===== config.mk =====
export PLATFORM = sky130hd
export DESIGN_NAME = axi4_lite_master_read_timeout_monitor
export DESIGN_NICKNAME = d
export VERILOG_FILES = /design/src/rtl/axi4_lite_master_read_timeout_monitor.sv
export SDC_FILE = /design/constraint.sdc
export NUM_CORES = 1
export LEC_CHECK = 0
export CORE_UTILIZATION = 35
export CTS_BUF_LIST = sky130_fd_sc_hd__clkbuf_4 sky130_fd_sc_hd__clkbuf_8 sky130_fd_sc_hd__clkbuf_16
export DETAILED_ROUTE_END_ITERATION = 12
export SYNTH_ARGS = -nofsm -noshare
export SYNTH_HDL_FRONTEND = slang
export SYNTH_SLANG_ARGS = --single-unit

===== constraint.sdc =====
create_clock -name aclk -period 2.2 [get_ports aclk]
set_input_delay 0.44 -clock aclk [delete_from_list [all_inputs] [get_ports aclk]]
set_output_delay 0.44 -clock aclk [all_outputs]
set_load 0.01 [all_outputs]

===== src/rtl/axi4_lite_master_read_timeout_monitor.sv =====
// Passive AXI4-Lite read-channel checker: AR/R stall timers, outstanding tracking, stability checks.
// Define AXI4LITE_RD_MON_STATS_EN to add the lat_max / rd_count statistics outputs.
module axi4_lite_master_read_timeout_monitor #(
  parameter int ADDR_WIDTH       = 32,
  parameter int DATA_WIDTH       = 32,
  parameter int MAX_DELAY_READY  = 16,
  parameter int MAX_DELAY_RVALID = 10,
  parameter int MAX_DELAY_RREADY = 16,
  parameter int MAX_OUTSTANDING  = 4
) (
  input  logic                  aclk,
  input  logic                  areset,
  input  logic                  arvalid,
  input  logic                  arready,
  input  logic [ADDR_WIDTH-1:0] araddr,
  input  logic [2:0]            arprot,
  input  logic                  rvalid,
  input  logic                  rready,
  input  logic [DATA_WIDTH-1:0] rdata,
  input  logic [1:0]            rresp,
  input  logic                  err_clr,
  output logic [7:0]            err_flags,
  output logic [3:0]            outstanding,
  output logic                  rd_done
`ifdef AXI4LITE_RD_MON_STATS_EN
  ,
  output logic [7:0]            lat_max,
  output logic [15:0]           rd_count
`endif
);

  localparam int ARC_W = $clog2(MAX_DELAY_READY + 1);
  localparam int RVC_W = $clog2(MAX_DELAY_RVALID + 1);
  localparam int RRC_W = $clog2(MAX_DELAY_RREADY + 1);
  localparam logic [ARC_W-1:0] AR_MAX  = ARC_W'(MAX_DELAY_READY);
  localparam logic [RVC_W-1:0] RV_MAX  = RVC_W'(MAX_DELAY_RVALID);
  localparam logic [RRC_W-1:0] RR_MAX  = RRC_W'(MAX_DELAY_RREADY);
  localparam logic [3:0]       OUT_MAX = 4'(MAX_OUTSTANDING);

  typedef enum logic {AR_IDLE, AR_STALL} ar_state_t;
  typedef enum logic {R_IDLE, R_STALL} r_state_t;

  ar_state_t             ar_state, ar_state_nxt;
  r_state_t              r_state, r_state_nxt;
  logic [ADDR_WIDTH-1:0] ar_addr_q, ar_addr_nxt;
  logic [2:0]            ar_prot_q, ar_prot_nxt;
  logic [DATA_WIDTH-1:0] r_data_q, r_data_nxt;
  logic [1:0]            r_resp_q, r_resp_nxt;
  logic [ARC_W-1:0]      ar_cnt, ar_cnt_inc, ar_cnt_nxt;
  logic [RVC_W-1:0]      rv_cnt, rv_cnt_inc, rv_cnt_nxt;
  logic [RRC_W-1:0]      rr_cnt, rr_cnt_inc, rr_cnt_nxt;
  logic [3:0]            outstanding_nxt;
  logic [7:0]            ev, err_nxt;
  logic                  arh, rh, ar_stall_cyc, r_stall_cyc, rv_idle_cyc;

  // valid/ready: a transfer happens on any cycle with valid&ready; valid&!ready is a stall cycle.
  always_comb begin
    arh          = arvalid & arready;
    rh           = rvalid & rready;
    ar_stall_cyc = arvalid & ~arready;
    r_stall_cyc  = rvalid & ~rready;
    rv_idle_cyc  = (outstanding != 4'd0) && !rvalid;
    ar_state_nxt = ar_state;
    r_state_nxt  = r_state;
    ar_addr_nxt  = ar_addr_q;
    ar_prot_nxt  = ar_prot_q;
    r_data_nxt   = r_data_q;
    r_resp_nxt   = r_resp_q;
    ev           = '0;

    case (ar_state)
      AR_IDLE: begin
        if (ar_stall_cyc) begin
          ar_state_nxt = AR_STALL;
          ar_addr_nxt  = araddr;
          ar_prot_nxt  = arprot;
        end
      end
      AR_STALL: begin
        if (!arvalid) begin
          ev[1]        = 1'b1;
          ar_state_nxt = AR_IDLE;
        end else begin
          if (araddr != ar_addr_q || arprot != ar_prot_q) ev[2] = 1'b1;
          if (arready) ar_state_nxt = AR_IDLE;
        end
      end
      default: ar_state_nxt = AR_IDLE;
    endcase

    case (r_state)
      R_IDLE: begin
        if (r_stall_cyc) begin
          r_state_nxt = R_STALL;
          r_data_nxt  = rdata;
          r_resp_nxt  = rresp;
        end
      end
      R_STALL: begin
        if (!rvalid) begin
          ev[5]       = 1'b1;
          r_state_nxt = R_IDLE;
        end else begin
          if (rdata != r_data_q || rresp != r_resp_q) ev[5] = 1'b1;
          if (rready) r_state_nxt = R_IDLE;
        end
      end
      default: r_state_nxt = R_IDLE;
    endcase

    // Counters saturate at their limit so the flag keeps re-asserting while the stall persists.
    ar_cnt_inc = (ar_cnt == AR_MAX) ? ar_cnt : ar_cnt + ARC_W'(1);
    rv_cnt_inc = (rv_cnt == RV_MAX) ? rv_cnt : rv_cnt + RVC_W'(1);
    rr_cnt_inc = (rr_cnt == RR_MAX) ? rr_cnt : rr_cnt + RRC_W'(1);
    ar_cnt_nxt = ar_stall_cyc ? ar_cnt_inc : '0;
    rv_cnt_nxt = rv_idle_cyc  ? rv_cnt_inc : '0;
    rr_cnt_nxt = r_stall_cyc  ? rr_cnt_inc : '0;
    if (ar_stall_cyc && ar_cnt_inc == AR_MAX) ev[0] = 1'b1;
    if (rv_idle_cyc  && rv_cnt_inc == RV_MAX) ev[3] = 1'b1;
    if (r_stall_cyc  && rr_cnt_inc == RR_MAX) ev[4] = 1'b1;
    if (rvalid && outstanding == 4'd0)        ev[6] = 1'b1;

    outstanding_nxt = outstanding;
    if (arh && !rh) begin
      if (outstanding == OUT_MAX) ev[7] = 1'b1;
      else outstanding_nxt = outstanding + 4'd1;
    end else if (rh && !arh && outstanding != 4'd0) begin
      outstanding_nxt = outstanding - 4'd1;
    end

    err_nxt = (err_clr ? 8'h00 : err_flags) | ev;
  end

  always_ff @(posedge aclk) begin
    if (areset) begin
      ar_state    <= AR_IDLE;
      r_state     <= R_IDLE;
      ar_addr_q   <= '0;
      ar_prot_q   <= '0;
      r_data_q    <= '0;
      r_resp_q    <= '0;
      ar_cnt      <= '0;
      rv_cnt      <= '0;
      rr_cnt      <= '0;
      outstanding <= '0;
      err_flags   <= '0;
      rd_done     <= 1'b0;
    end else begin
      ar_state    <= ar_state_nxt;
      r_state     <= r_state_nxt;
      ar_addr_q   <= ar_addr_nxt;
      ar_prot_q   <= ar_prot_nxt;
      r_data_q    <= r_data_nxt;
      r_resp_q    <= r_resp_nxt;
      ar_cnt      <= ar_cnt_nxt;
      rv_cnt      <= rv_cnt_nxt;
      rr_cnt      <= rr_cnt_nxt;
      outstanding <= outstanding_nxt;
      err_flags   <= err_nxt;
      rd_done     <= rh;
    end
  end

`ifdef AXI4LITE_RD_MON_STATS_EN
  logic [15:0] ts_now;
  logic [15:0] ts_fifo [4];
  logic [1:0]  ts_wr, ts_rd;
  logic [2:0]  ts_cnt;
  logic        ts_push, ts_pop;
  logic [15:0] lat_raw;
  logic [7:0]  lat_sat;

  // Oldest read is answered first, so a FIFO of AR timestamps pairs each R with its AR.
  always_comb begin
    ts_pop  = rh && (ts_cnt != 3'd0);
    ts_push = arh && ((ts_cnt != 3'd4) || ts_pop);
    lat_raw = ts_now - ts_fifo[ts_rd];
    lat_sat = (lat_raw[15:8] != 8'd0) ? 8'hFF : lat_raw[7:0];
  end

  always_ff @(posedge aclk) begin
    if (areset) begin
      ts_now   <= '0;
      ts_wr    <= '0;
      ts_rd    <= '0;
      ts_cnt   <= '0;
      lat_max  <= '0;
      rd_count <= '0;
      for (int i = 0; i < 4; i++) ts_fifo[i] <= '0;
    end else begin
      ts_now <= ts_now + 16'd1;
      if (ts_push) begin
        ts_fifo[ts_wr] <= ts_now;
        ts_wr          <= ts_wr + 2'd1;
      end
      if (ts_pop) begin
        ts_rd <= ts_rd + 2'd1;
        if (lat_sat > lat_max) lat_max <= lat_sat;
      end
      case ({ts_push, ts_pop})
        2'b10:   ts_cnt <= ts_cnt + 3'd1;
        2'b01:   ts_cnt <= ts_cnt - 3'd1;
        default: ts_cnt <= ts_cnt;
      endcase
      if (rh) rd_count <= rd_count + 16'd1;
    end
  end
`endif

endmodule


==> results.json <==
{
  "multi_input_area_sq_mm": 0.002410,
  "slew_headroom": 0.7085,
  "final_layout_size_suffix_gt1_frac": 0.06728,
  "place_area_sq_mm": 0.005693,
  "met2_length_um": 4821,
  "grt_pass1_vias": 3671,
  "start_util": 0.3577,
  "critPathTopFamily": "simple AND/OR/NAND/NOR gates",
  "status": "finished clean",
  "cellPowerDensity_mw_per_mm2": 723.5,
  "async_flop_share": 0,
  "dr.pass1.iters": 4,
  "clock_skew_ns": 0.005775,
  "synth-simple-area-share": 0.2259,
  "vdd_drop_max_uv": 347.6,
  "io_pins": 89,
  "synth_mux_area_frac": 0.01109,
  "die_w_um": 115.6,
  "path_buf_inv": 2,
  "synth_edf_count": 0,
  "rsz0062_at_grt": "false",
  "synth_cell_types": 38,
  "end_kind": "flip-flop",
  "clk_pin_slew_ns": 0.07,
  "clockBufferDepth": 2,
  "yosys_warnings": 0,
  "antenna_found_initial": 0,
  "final_util": 0.4768,
  "wl_um": 10440,
  "syn-mean-instance-area_sq_um": 8.119,
  "grt_start_max_net_pins": 42,
  "synth_top_family_by_area": "simple AND/OR/NAND/NOR gates",
  "routed.top_layer": "met4",
  "track_usage": 0.1626,
  "portBuffers": 88,
  "wirelength_met1_um": 4875,
  "tightest_slew_ns": 0.4373,
  "synth_adder_area_share": 0.02661,
  "postCtsSetupBuffers": 0,
  "drt_iter0_markers": 126,
  "cts_resized": 0,
  "hold_viol": 0,
  "max_stage_delay_ns": 0.49,
  "finalNetCount": 734,
  "std_cell_rows": 41,
  "setup.worst_path.start_class": "primary input",
  "crit_type": "primary input to flip-flop",
  "cts_buffers": 9,
  "viasPerCell": 4.703,
  "place.gp.congestion": 0.7890,
  "critPathMaxFanout": 2,
  "path_cells": "clkdlybuf4s50_1 -> nand2_1 -> and3_1 -> inv_1 -> ha_1 -> a21o_1 -> a21oi_1 -> xnor2_1 -> or3_1 -> a21oi_1",
  "root_buffer": "clkbuf_16",
  "grt-ovfl-total": 0,
  "leakagePower_nw": 2.225,
  "holdBufCountCts": 0,
  "seq_area_sq_mm": 0.001962,
  "cap_violations": 0,
  "fmax_mhz": 473.4,
  "synth-seq-cells": 98,
  "antenna_cells": 0,
  "period_needed_ns": 2.112,
  "ys_seq_area_frac": 0.4346,
  "worstPathRequired_ns": 2.48,
  "maxSlewViolCount": 0,
  "dp_hpwl_um": 7410,
  "core_area_sq_mm": 0.01262,
  "area_delta_synth_final_pct": 33.29,
  "num_vias": 3885,
  "n_fill_cell": 1223,
  "grt_pass1_wl_um": 16770,
  "clock_latency_ns": 0.35,
  "cts_sinks": 98,
  "cp.arrival_ns": 2.39,
  "chipHeight_um": 115.6,
  "cts_tree": "done",
  "synth_ff_type": "dfxtp_1",
  "synth_compound_area_frac": 0.1178,
  "design_area_sq_mm": 0.006017,
  "syn-num-nets": 641,
  "synth_xor_area_frac": 0.1513,
  "ant_nets": 0,
  "synth_area_sq_mm": 0.004514,
  "syn_inst": 556,
  "dieArea_sq_mm": 0.01336,
  "wl_per_cell_um": 12.64,
  "hold_class": "primary input to flip-flop",
  "fin_setup_tns_ns": 0,
  "cp_slowest_cell": "clkdlybuf4s50_1",
  "dr_wl_met3_um": 517,
  "drc": 0,
  "setup_violations": 0,
  "fin_crit_sh": 0.9602,
  "cpMostUsedCell": "a21oi_1",
  "h-tree-depth": 3
}
==> worst paths after layout <==
path | to | slack (ns) | depth (start not counted) | startpoint
min reg2reg | r_data_q[26] | 0.47 | 2 | r_data_q[26]
max | outstanding[3] | 0.09 | 10 | rready
max reg2reg | err_flags[3] | 0.27 | 7 | rv_cnt[0]
min | rd_done | 0.46 | 2 | areset
==> through the flow <==
step	hold slack, ns	total power [mW]	std cells	setup slack (ns)
2_1_floorplan	0.4481	2.319	556	0.2320
3_3_place_gp	0.4536	2.647	810	-0.1986
3_5_place_dp	0.4572	2.665	810	-0.2488
4_1_cts	0.4429	4.407	826	0.09728
5_1_grt	0.4824	4.555	826	0.01068
6_report	0.4610	4.353	826	0.08752
==> metal layers <==
layer | global-route usage | vias to the layer above
met5 | 0 | -
met4 | 0.08398 | 0
met3 | 0.04079 | 15
met2 | 0.2595 | 72
met1 | 0.2033 | 1774
li1 | - | 2024
==> cell usage after synthesis, types with 6 or more instances <==
master	instances	area, sq um
nor3_1	9	45.04
clkbuf_1	22	82.58
xnor2_1	42	367.9
dfxtp_1	98	1962
nand3_1	6	30.03
nor4_1	10	62.56
a21oi_1	84	420.4
nor2_1	24	90.09
xor2_1	36	315.3
inv_1	10	37.54
nand4_1	11	68.82
nand2_1	145	544.3
ha_1	8	100.1
==> layout by cell type (no fill, tap or decap), types with 5 or more instances in the layout <==
cell type and n:
nor4_1 10, nand4_1 11, xor2_1 36, clkbuf_16 9, nand2b_1 5, a21oi_1 84, dfxtp_1 98, ha_1 8
nand2_1 145, inv_1 10, xnor2_1 42, nand3_1 6, clkdlybuf4s50_1 87, nor2_1 22, mux2i_1 5, buf_4 15
nor3_1 9
==> sequential cells by signal, indices dropped and copies added, names as in the netlist <==
name / cells
rd_done: 1
r_data_q: 32
ar_prot_q: 3
err_flags: 8
r_resp_q: 2
rv_cnt: 4
outstanding: 4
r_state: 1
ar_cnt: 5
ar_addr_q: 32
rr_cnt: 5
ar_state: 1
==> kinds of logic after synthesis <==
group | after synthesis
AO/OA/AOI/OAI | 99
AND/OR/NAND/NOR | 232
XOR/XNOR | 78
adder cells (fa/ha/maj) | 9
buffers and inverters | 35
flip-flops | 98
multiplexers | 5
==> layout make-up <==
cell class / instances / area share
inverter: 10 / 0.006238
clock buffer: 11 / 0.04096
timing repair buffer: 107 / 0.1776
clock inverter: 5 / 0.01289
tap: 172 / 0.03577
multi-input combinational: 423 / 0.4005
sequential: 98 / 0.3261
==> power by group <==
part | switching (mW) | internal, mW
logic | 0.305 | 0.384
clock network | 0.692 | 1.04
registers | 0.0737 | 1.86
total | 1.07 | 3.28
Note: power is estimated with default switching activity, not from simulation.
